[config.mk]
export PLATFORM = sky130hd
export DESIGN_NAME = shift_add_mult_ctrl_flat
export DESIGN_NICKNAME = d
export VERILOG_FILES = /design/src/rtl/shift_add_mult_ctrl_pkg.sv /design/src/rtl/shift_add_mult_ctrl_if.sv /design/src/rtl/shift_add_mult_ctrl_step_counter.sv /design/src/rtl/shift_add_mult_ctrl.sv /design/src/flat_wrapper.sv
export SDC_FILE = /design/constraint.sdc
export NUM_CORES = 1
export LEC_CHECK = 0
export ABC_AREA = 1
export CAP_MARGIN = 25
export CORE_MARGIN = 1
export CORE_UTILIZATION = 30
export CTS_CLUSTER_DIAMETER = 40
export DETAILED_ROUTE_END_ITERATION = 10
export GPL_TIMING_DRIVEN = 0
export MAX_ROUTING_LAYER = met4
export PLACE_DENSITY_LB_ADDON = 0.08
export SYNTH_ARGS = -nofsm -noshare
export SYNTH_HDL_FRONTEND = slang
export SYNTH_SLANG_ARGS = --single-unit
[constraint.sdc]
create_clock -name clk -period 1.51 [get_ports clk]
set_input_delay 0.151 -clock clk [delete_from_list [all_inputs] [get_ports clk]]
set_output_delay 0.151 -clock clk [all_outputs]
set_load 0.01 [all_outputs]
[src/rtl/shift_add_mult_ctrl_pkg.sv]
// Shared definitions for the shift-and-add multiplier: controller state
// encoding, default operand width and the resulting product width.
package mult_pkg;

    localparam int WIDTH_DEF = 8;
    localparam int PROD_W    = 2 * WIDTH_DEF;

    typedef enum logic [2:0] {
        IDLE = 3'd0,
        LOAD = 3'd1,
        CALC = 3'd2,
        SIGN = 3'd3,
        DONE = 3'd4
    } state_t;

endpackage

[src/rtl/shift_add_mult_ctrl_if.sv]
// Control bundle between the multiplier sequencer and its surroundings.
// Handshake: start is a level request, sampled only when the sequencer is
// in IDLE or DONE. The operand signs are qualified by start in that same
// cycle. done is a one-cycle pulse that marks the accumulator as final.
// state is a debug view of the sequencer FSM.
interface shift_add_mult_ctrl_if;
    import mult_pkg::*;

    logic   start;
    logic   mcand_sign;
    logic   mplier_sign;
    logic   mplier_lsb;
    logic   mplier_zero;
    logic   load;
    logic   shift_en;
    logic   add_en;
    logic   negate_result;
    logic   busy;
    logic   done;
    state_t state;

    // UI/datapath side: issues requests and reports multiplier status
    modport master (
        output start, mcand_sign, mplier_sign, mplier_lsb, mplier_zero,
        input  load, shift_en, add_en, negate_result, busy, done, state
    );

    // Sequencer side
    modport slave (
        input  start, mcand_sign, mplier_sign, mplier_lsb, mplier_zero,
        output load, shift_en, add_en, negate_result, busy, done, state
    );

endinterface

[src/rtl/shift_add_mult_ctrl_step_counter.sv]
// Step counter for the multiplier scan. It clears synchronously on load and
// advances once per shift. term flags the last multiplier bit position.
module shift_add_mult_ctrl_step_counter #(
    parameter  int WIDTH = 8,
    localparam int CNT_W = $clog2(WIDTH)
) (
    input  logic             clk,
    input  logic             rst,
    input  logic             clr,
    input  logic             en,
    output logic [CNT_W-1:0] cnt,
    output logic             term
);

    // Count shifts. The clear has priority so every operation starts at zero.
    always_ff @(posedge clk or posedge rst) begin
        if (rst) begin
            cnt <= '0;
        end else if (clr) begin
            cnt <= '0;
        end else if (en) begin
            cnt <= cnt + CNT_W'(1);
        end
    end

    assign term = (cnt == CNT_W'(WIDTH - 1));

endmodule

[src/rtl/shift_add_mult_ctrl.sv]
// Sequencer for the shift-and-add multiplier datapath. It loads the operand
// magnitudes, scans the multiplier LSB-first and stops early once the
// remaining multiplier is zero. When the operand signs differ, it requests
// a two's-complement of the accumulator.
module shift_add_mult_ctrl
    import mult_pkg::*;
#(
    parameter int WIDTH = WIDTH_DEF
) (
    input  logic                  clk,
    input  logic                  rst,
    shift_add_mult_ctrl_if.slave  bus
);

    localparam int CNT_W = $clog2(WIDTH);

    state_t           state;
    logic             neg_flag;
    logic             load_r;
    logic             busy_r;
    logic             negate_r;
    logic             done_r;
    logic [CNT_W-1:0] cnt;
    logic             term;
    logic             step;

    // A step is taken on every CALC cycle while multiplier bits remain
    assign step = (state == CALC) && !bus.mplier_zero;

    shift_add_mult_ctrl_step_counter #(
        .WIDTH (WIDTH)
    ) u_step_counter (
        .clk  (clk),
        .rst  (rst),
        .clr  (state == LOAD),
        .en   (step),
        .cnt  (cnt),
        .term (term)
    );

    // State register and registered Moore strobes. Outputs are set on the
    // transition into the state that owns them.
    always_ff @(posedge clk or posedge rst) begin
        if (rst) begin
            state    <= IDLE;
            neg_flag <= 1'b0;
            load_r   <= 1'b0;
            busy_r   <= 1'b0;
            negate_r <= 1'b0;
            done_r   <= 1'b0;
        end else begin
            case (state)
                IDLE: begin
                    if (bus.start) begin
                        state    <= LOAD;
                        neg_flag <= bus.mcand_sign ^ bus.mplier_sign;
                        load_r   <= 1'b1;
                        busy_r   <= 1'b1;
                    end
                end
                LOAD: begin
                    state  <= CALC;
                    load_r <= 1'b0;
                end
                CALC: begin
                    // Either nothing left to add, or the last bit was just scanned
                    if (bus.mplier_zero || term) begin
                        state    <= SIGN;
                        negate_r <= neg_flag;
                    end
                end
                SIGN: begin
                    state    <= DONE;
                    negate_r <= 1'b0;
                    busy_r   <= 1'b0;
                    done_r   <= 1'b1;
                end
                DONE: begin
                    done_r <= 1'b0;
                    if (bus.start) begin
                        state    <= LOAD;
                        neg_flag <= bus.mcand_sign ^ bus.mplier_sign;
                        load_r   <= 1'b1;
                        busy_r   <= 1'b1;
                    end else begin
                        state <= IDLE;
                    end
                end
                default: begin
                    state    <= IDLE;
                    load_r   <= 1'b0;
                    busy_r   <= 1'b0;
                    negate_r <= 1'b0;
                    done_r   <= 1'b0;
                end
            endcase
        end
    end

    // The datapath adds the pre-shift multiplicand and then shifts, so both
    // strobes follow the live multiplier status in the same cycle.
    assign bus.shift_en      = step;
    assign bus.add_en        = step && bus.mplier_lsb;
    assign bus.load          = load_r;
    assign bus.busy          = busy_r;
    assign bus.negate_result = negate_r;
    assign bus.done          = done_r;
    assign bus.state         = state;

endmodule
[src/flat_wrapper.sv]
// flat-port wrapper written by rule: the top's interface ports become plain ports
module shift_add_mult_ctrl_flat import mult_pkg::*;
#(
    parameter int WIDTH = WIDTH_DEF
)
  (clk, rst, bus_start, bus_mcand_sign, bus_mplier_sign, bus_mplier_lsb, bus_mplier_zero, bus_load, bus_shift_en, bus_add_en, bus_negate_result, bus_busy, bus_done, bus_state);
  shift_add_mult_ctrl_if bus_i ();
  input  logic clk;
  input  logic rst;
  input wire logic [$bits(bus_i.start)-1:0] bus_start;
  input wire logic [$bits(bus_i.mcand_sign)-1:0] bus_mcand_sign;
  input wire logic [$bits(bus_i.mplier_sign)-1:0] bus_mplier_sign;
  input wire logic [$bits(bus_i.mplier_lsb)-1:0] bus_mplier_lsb;
  input wire logic [$bits(bus_i.mplier_zero)-1:0] bus_mplier_zero;
  output wire logic [$bits(bus_i.load)-1:0] bus_load;
  output wire logic [$bits(bus_i.shift_en)-1:0] bus_shift_en;
  output wire logic [$bits(bus_i.add_en)-1:0] bus_add_en;
  output wire logic [$bits(bus_i.negate_result)-1:0] bus_negate_result;
  output wire logic [$bits(bus_i.busy)-1:0] bus_busy;
  output wire logic [$bits(bus_i.done)-1:0] bus_done;
  output wire logic [$bits(bus_i.state)-1:0] bus_state;
  assign bus_i.start = bus_start;
  assign bus_i.mcand_sign = bus_mcand_sign;
  assign bus_i.mplier_sign = bus_mplier_sign;
  assign bus_i.mplier_lsb = bus_mplier_lsb;
  assign bus_i.mplier_zero = bus_mplier_zero;
  assign bus_load = bus_i.load;
  assign bus_shift_en = bus_i.shift_en;
  assign bus_add_en = bus_i.add_en;
  assign bus_negate_result = bus_i.negate_result;
  assign bus_busy = bus_i.busy;
  assign bus_done = bus_i.done;
  assign bus_state = bus_i.state;
  shift_add_mult_ctrl #(.WIDTH(WIDTH)) u_core (.clk(clk), .rst(rst), .bus(bus_i));
endmodule
======== After elaboration in Yosys (flattened, before gate mapping) ========
Index checks and enable logic that the tools add are counted.
storage, ports and cells
  register bits after elaboration ......... 11
  latch bits .............................. 0
  RAM bits ................................ 0
  memory bits (read-only) ................. 0
  bits of input ports ..................... 7
  output and inout port bits .............. 9
  word-level logic and storage cells ...... 48
  memories ................................ 0
cells by class
  $add $sub $neg .......................... 1
  multipliers ............................. 0
  div/mod/pow operators ................... 0
  magnitude comparators ................... 0
  equal/unequal tests ..................... 8
  shift-type cells ........................ 0
  mux-type cells .......................... 12
  bitwise operators ....................... 4
  reduce and logical (&&, ||, !) cells .... 16
operators with widths
  cell                                           number
  one-hot mux 3 bit (5 select lines)             1
  two-way mux 3 bit                              4
  AND reduction 2 bit                            5
  one-hot mux 1 bit (2 select lines)             4
  == test 3 x 2 -> 1 bit, second input constant  2
  == test 3 bit, second input constant           2
  OR reduction 2 bit                             3
  OR reduction 3 bit                             2
  != test 2 bit, second input constant           2
  adder 3 x 1 -> 3 bit, second input constant    1
  == test 3 x 1 -> 1 bit, second input constant  1
  zero test 3 bit                                1
  two-way mux 1 bit                              3
  inverter 1 bit                                 3
  logical AND 1 bit                              2
  != test 2 x 1 -> 1 bit, second input constant  1
  nonzero test 2 bit                             1
  zero test 1 bit                                1
  logical OR 1 bit                               1
  bitwise XOR 1 bit                              1

======== Logic depth before layout (Yosys ltp) ========
  word-level depth ........................ 4
  mapped depth ............................ 7

======== Hierarchy ========
From an unflattened synthesis, not the netlist that was laid out.
unflattened totals
  cells, all modules ...................... 65
  area, all modules ....................... 554.3 sq um
by module, submodules not included
  module                            instances  cells an instance  area an instance (sq um)  seq. area each (sq um)
  shift_add_mult_ctrl               1          47                 399.1                     200.2
  shift_add_mult_ctrl_step_counter  1          18                 155.1                     75.1

======== Least setup slack after synthesis ========
Ideal clock, no wire load.
  kind .................................... reg-to-reg
  start point ............................. register u_core.u_step_counter.cnt[0]
  end point ............................... register u_core.negate_r (netlist: u_core.bus.negate_result)
  setup time .............................. 117 ps
  data arrival time ....................... 1049 ps
  required time ........................... 1393 ps
  path slack .............................. 344 ps
  cell stages (with the launch flop) ...... 7
  path buffers ............................ 0
  path through ............................ dfrtp_1 > ha_1 > ha_1 > nor2_1 > nand3_2 > nand3_1 > nand2_1
on the way
  longest elaborated chain between the ends .. 4
RTL lines
  item                           line                                    text
  start: declaration             shift_add_mult_ctrl_step_counter.sv:11  output logic [CNT_W-1:0] cnt,
  start signal: assignment       shift_add_mult_ctrl_step_counter.sv:22  cnt <= cnt + CNT_W'(1);
  == test 3 bit                  shift_add_mult_ctrl_step_counter.sv:26  assign term = (cnt == CNT_W'(WIDTH - 1));
  logical OR 1 bit               shift_add_mult_ctrl.sv:67               if (bus.mplier_zero || term) begin
  != test 2 bit (no line)        -
  AND reduction 2 bit (no line)  -
  end signal: assignment         shift_add_mult_ctrl.sv:69               negate_r <= neg_flag;
  end: declaration               shift_add_mult_ctrl.sv:21               logic negate_r;
No other way between the ends.
A chain may end at the register's enable or synchronous reset.

======== Worst setup path in the final report ========
  start point ............................. register u_core.state[0] (netlist: u_core.bus.state[0])
  end point ............................... output bus_shift_en
on the way
  longest elaborated chain between the ends .. 2
RTL lines
  item                      line                       text
  start: declaration        shift_add_mult_ctrl.sv:17  state_t state;
  start signal: assignment  shift_add_mult_ctrl.sv:45  state <= IDLE;
  start signal: assignment  shift_add_mult_ctrl.sv:55  state <= LOAD;
  start signal: assignment  shift_add_mult_ctrl.sv:62  state <= CALC;
  == test 3 x 2 -> 1 bit    shift_add_mult_ctrl.sv:28  assign step = (state == CALC) && !bus.mplier_zero;
  logical AND 1 bit         shift_add_mult_ctrl.sv:28
  end: declaration          flat_wrapper.sv:16         output wire logic [$bits(bus_i.shift_en)-1:0] bus_shift_en;
No other way between the ends.

==> impl_metrics.env <==
export IMPL_grt_usage=0.130
export IMPL_hp_class="input pin to async pin"
export IMPL_final_common_cell="nand2_1"
export IMPL_via_per_inst=4.20
export IMPL_die_h_microns=45.4
export IMPL_slew_violations=0
export IMPL_period_needed_ns=1.41
export IMPL_p_leak_nw=0.435
export IMPL_cts_tree="built"
export IMPL_grt_pass1_vias=401
export IMPL_worst_pin_slew_ns=0.425
export IMPL_finalSetupTns_ns=0
export IMPL_fin_crit_sh=0.933
export IMPL_synth_top_area_cell="dfrtp_1"
export IMPL_dr_total_vias=462
export IMPL_portBuffers=15
export IMPL_seqPwrFrac=0.330
export IMPL_syn_to_final_growth_pct=41.0
export IMPL_cts_buffers=3
export IMPL_path_max_fanout=6
export IMPL_hold_ws_ns=0.178
export IMPL_p_int_w=0.000923
export IMPL_skew_ns=0.000201
export IMPL_dieArea_sq_um=2060
export IMPL_rr_worst_depth=6
export IMPL_hold_viol=0
export IMPL_wl_microns=1020
export IMPL_avgSynthCellArea_sq_um=8.96
export IMPL_n_antenna_cell=0
export IMPL_crit_start="u_core.bus.state[0]"
export IMPL_route_detailed_drc=0
export IMPL_grt_pass1_wl_microns=1770
export IMPL_num_nets_final=95
export IMPL_cp_start_kind="flop"
export IMPL_synth_top_cell_area_share=0.488
export IMPL_r2r_start="u_core.u_step_counter.cnt[0]"
export IMPL_ant_nets=0
export IMPL_holdBufCountCts=0
export IMPL_peakVddDrop_mv=0.734
export IMPL_grt_max_degree=12
export IMPL_max_freq_mhz=710
export IMPL_grt_overflow_total=0
export IMPL_clockBufferDepth=2
export IMPL_wire_per_inst_microns=9.24
export IMPL_switching_share=0.387
export IMPL_arrival_ns=1.26
export IMPL_power_density_nw_per_um2=1890
export IMPL_slew_headroom=0.716
export IMPL_p_comb_frac=0.541
export IMPL_dr_pass1_iters=4
export IMPL_ys_seq_area_frac=0.488
export IMPL_pin_count=16
export IMPL_status="complete, no violations"
export IMPL_start_util=0.323
export IMPL_drive_gt1_frac=0.224
export IMPL_p_sw_w=0.000582
export IMPL_ys_types=17
export IMPL_yosys_warnings=0
export IMPL_setup_violations_final=0
export IMPL_p_clk_frac=0.128
export IMPL_maxCapViolations=0
export IMPL_row_count=15
export IMPL_synth_area_leaders="dfrtp_1, nand2_1, nor2_1"
export IMPL_die_w_microns=45.4
export IMPL_ctsHtreeMaxLevel=1
export IMPL_root_buffer="clkbuf_4"
export IMPL_netlist_area_sq_um=564
export IMPL_synth_nets=72
export IMPL_clk_latency_ns=0.26
export IMPL_end_kind="output pin"
export IMPL_routabilityCongestion=0.718
export IMPL_synth_seq_cells=11
export IMPL_path_clk_slew_ns=0.06
export IMPL_antenna_found_initial=0
export IMPL_rsz0062_at_grt="false"
export IMPL_drtIter0Drc=4
export IMPL_cp_required_ns=1.36
export IMPL_path_class="flop to output pin"
export IMPL_fp_coreArea_sq_um=1750
export IMPL_final_cell_mix="nand2_1, clkdlybuf4s50_1, dfrtp_1, nor2_1, inv_1"
export IMPL_synthCells=63
export IMPL_cts_sinks=11
export IMPL_dp_hpwl_microns=774
power groups by stage:
stage / clock (W) / combinational (W) / sequential, W
final: 0.000193 / 0.000815 / 0.000498
after global routing: 0.000222 / 0.000923 / 0.000511
after CTS: 0.000207 / 0.000835 / 0.000497
after detailed placement: 0 / 0.000736 / 0.000533
after global placement: 0 / 0.000729 / 0.000536
after floorplan: 0 / 0.000421 / 0.000564
cell families (layout without fill, tap and decap cells):
family,Yosys count,count (layout),share of synthesized area
and+or+nand+nor,34,34,0.322
AOI/OAI and AO/OA,6,6,0.0576
buffers and inverters,9,31,0.0732
adders and majority gates,2,2,0.0443
DFF,11,11,0.488
xor gates and xnor gates,1,1,0.0155
final timing paths:
| check | endpoint | slack (ns) |
|---|---|---|
| max in group asynchronous | u_core.bus.state[2] | 1.01 |
| max reg2reg | u_core.bus.negate_result | 0.26 |
| min | u_core.bus.negate_result | 0.18 |
| max | bus_shift_en | 0.10 |
| min in group clk | u_core.bus.busy | 0.48 |
| min reg2reg | u_core.bus.busy | 0.48 |
routing by layer:
metal	up-vias	GRT usage	part of all wire
met5	-	-	0
met4	0	0.0364	0.0089
met3	2	0.0714	0.061
met2	12	0.183	0.44
met1	206	0.159	0.49
li1	242	-	-
sequential cells by signal, summed over array words and instances, names as in the netlist:
signal,flops
u_core.bus.load,1
u_core.u_step_counter.cnt,3
u_core.neg_flag,1
u_core.bus.state,3
u_core.bus.done,1
u_core.bus.busy,1
u_core.bus.negate_result,1
worst max-delay path, cell delays in order (launching register included):
cell           delay (ns)
dfrtp_2              0.42
nor2_4               0.14
nand3_4              0.10
inv_2                0.07
dlygate4sd2_1        0.26
cells in the mapped netlist, drive strengths merged:
cell / number
nand2: 16
dfrtp: 11
nor2: 10
inv: 8
nand3: 7
o21ai: 4
ha: 2
a21o: 1
a21oi: 1
buf: 1
nand3b: 1
xnor2: 1
area by class of cell:
type	instances	area [sq um]
Buffer	1	11.3
Inverter	8	30.0
Multi-Input combinational cell	43	248
Tap cell	25	31.3
Sequential cell	11	278
Timing Repair Buffer	18	171
Fill cell	180	950
Clock buffer	4	26.3
what timing repair did:
item | CTS | global route
buffers inserted | 3 | 0
pin swaps | 1 | 0
setup endpoints to repair | 4 | 3
gates resized for setup | 4 | 4
metrics by stage:
step	power, W	instance area [sq um]	setup WS [ns]	utilization	instances
floorplan	0.000985	564	0.344	-	63
global placement	0.00126	746	-0.0819	0.427	103
detailed placement	0.00127	746	-0.0803	0.427	103
CTS	0.00154	795	0.00876	0.455	110
global route	0.00166	796	0.0114	0.456	110
finish	0.00151	796	0.102	0.456	110
No activity file was read; power rests on OpenSTA's default activity.
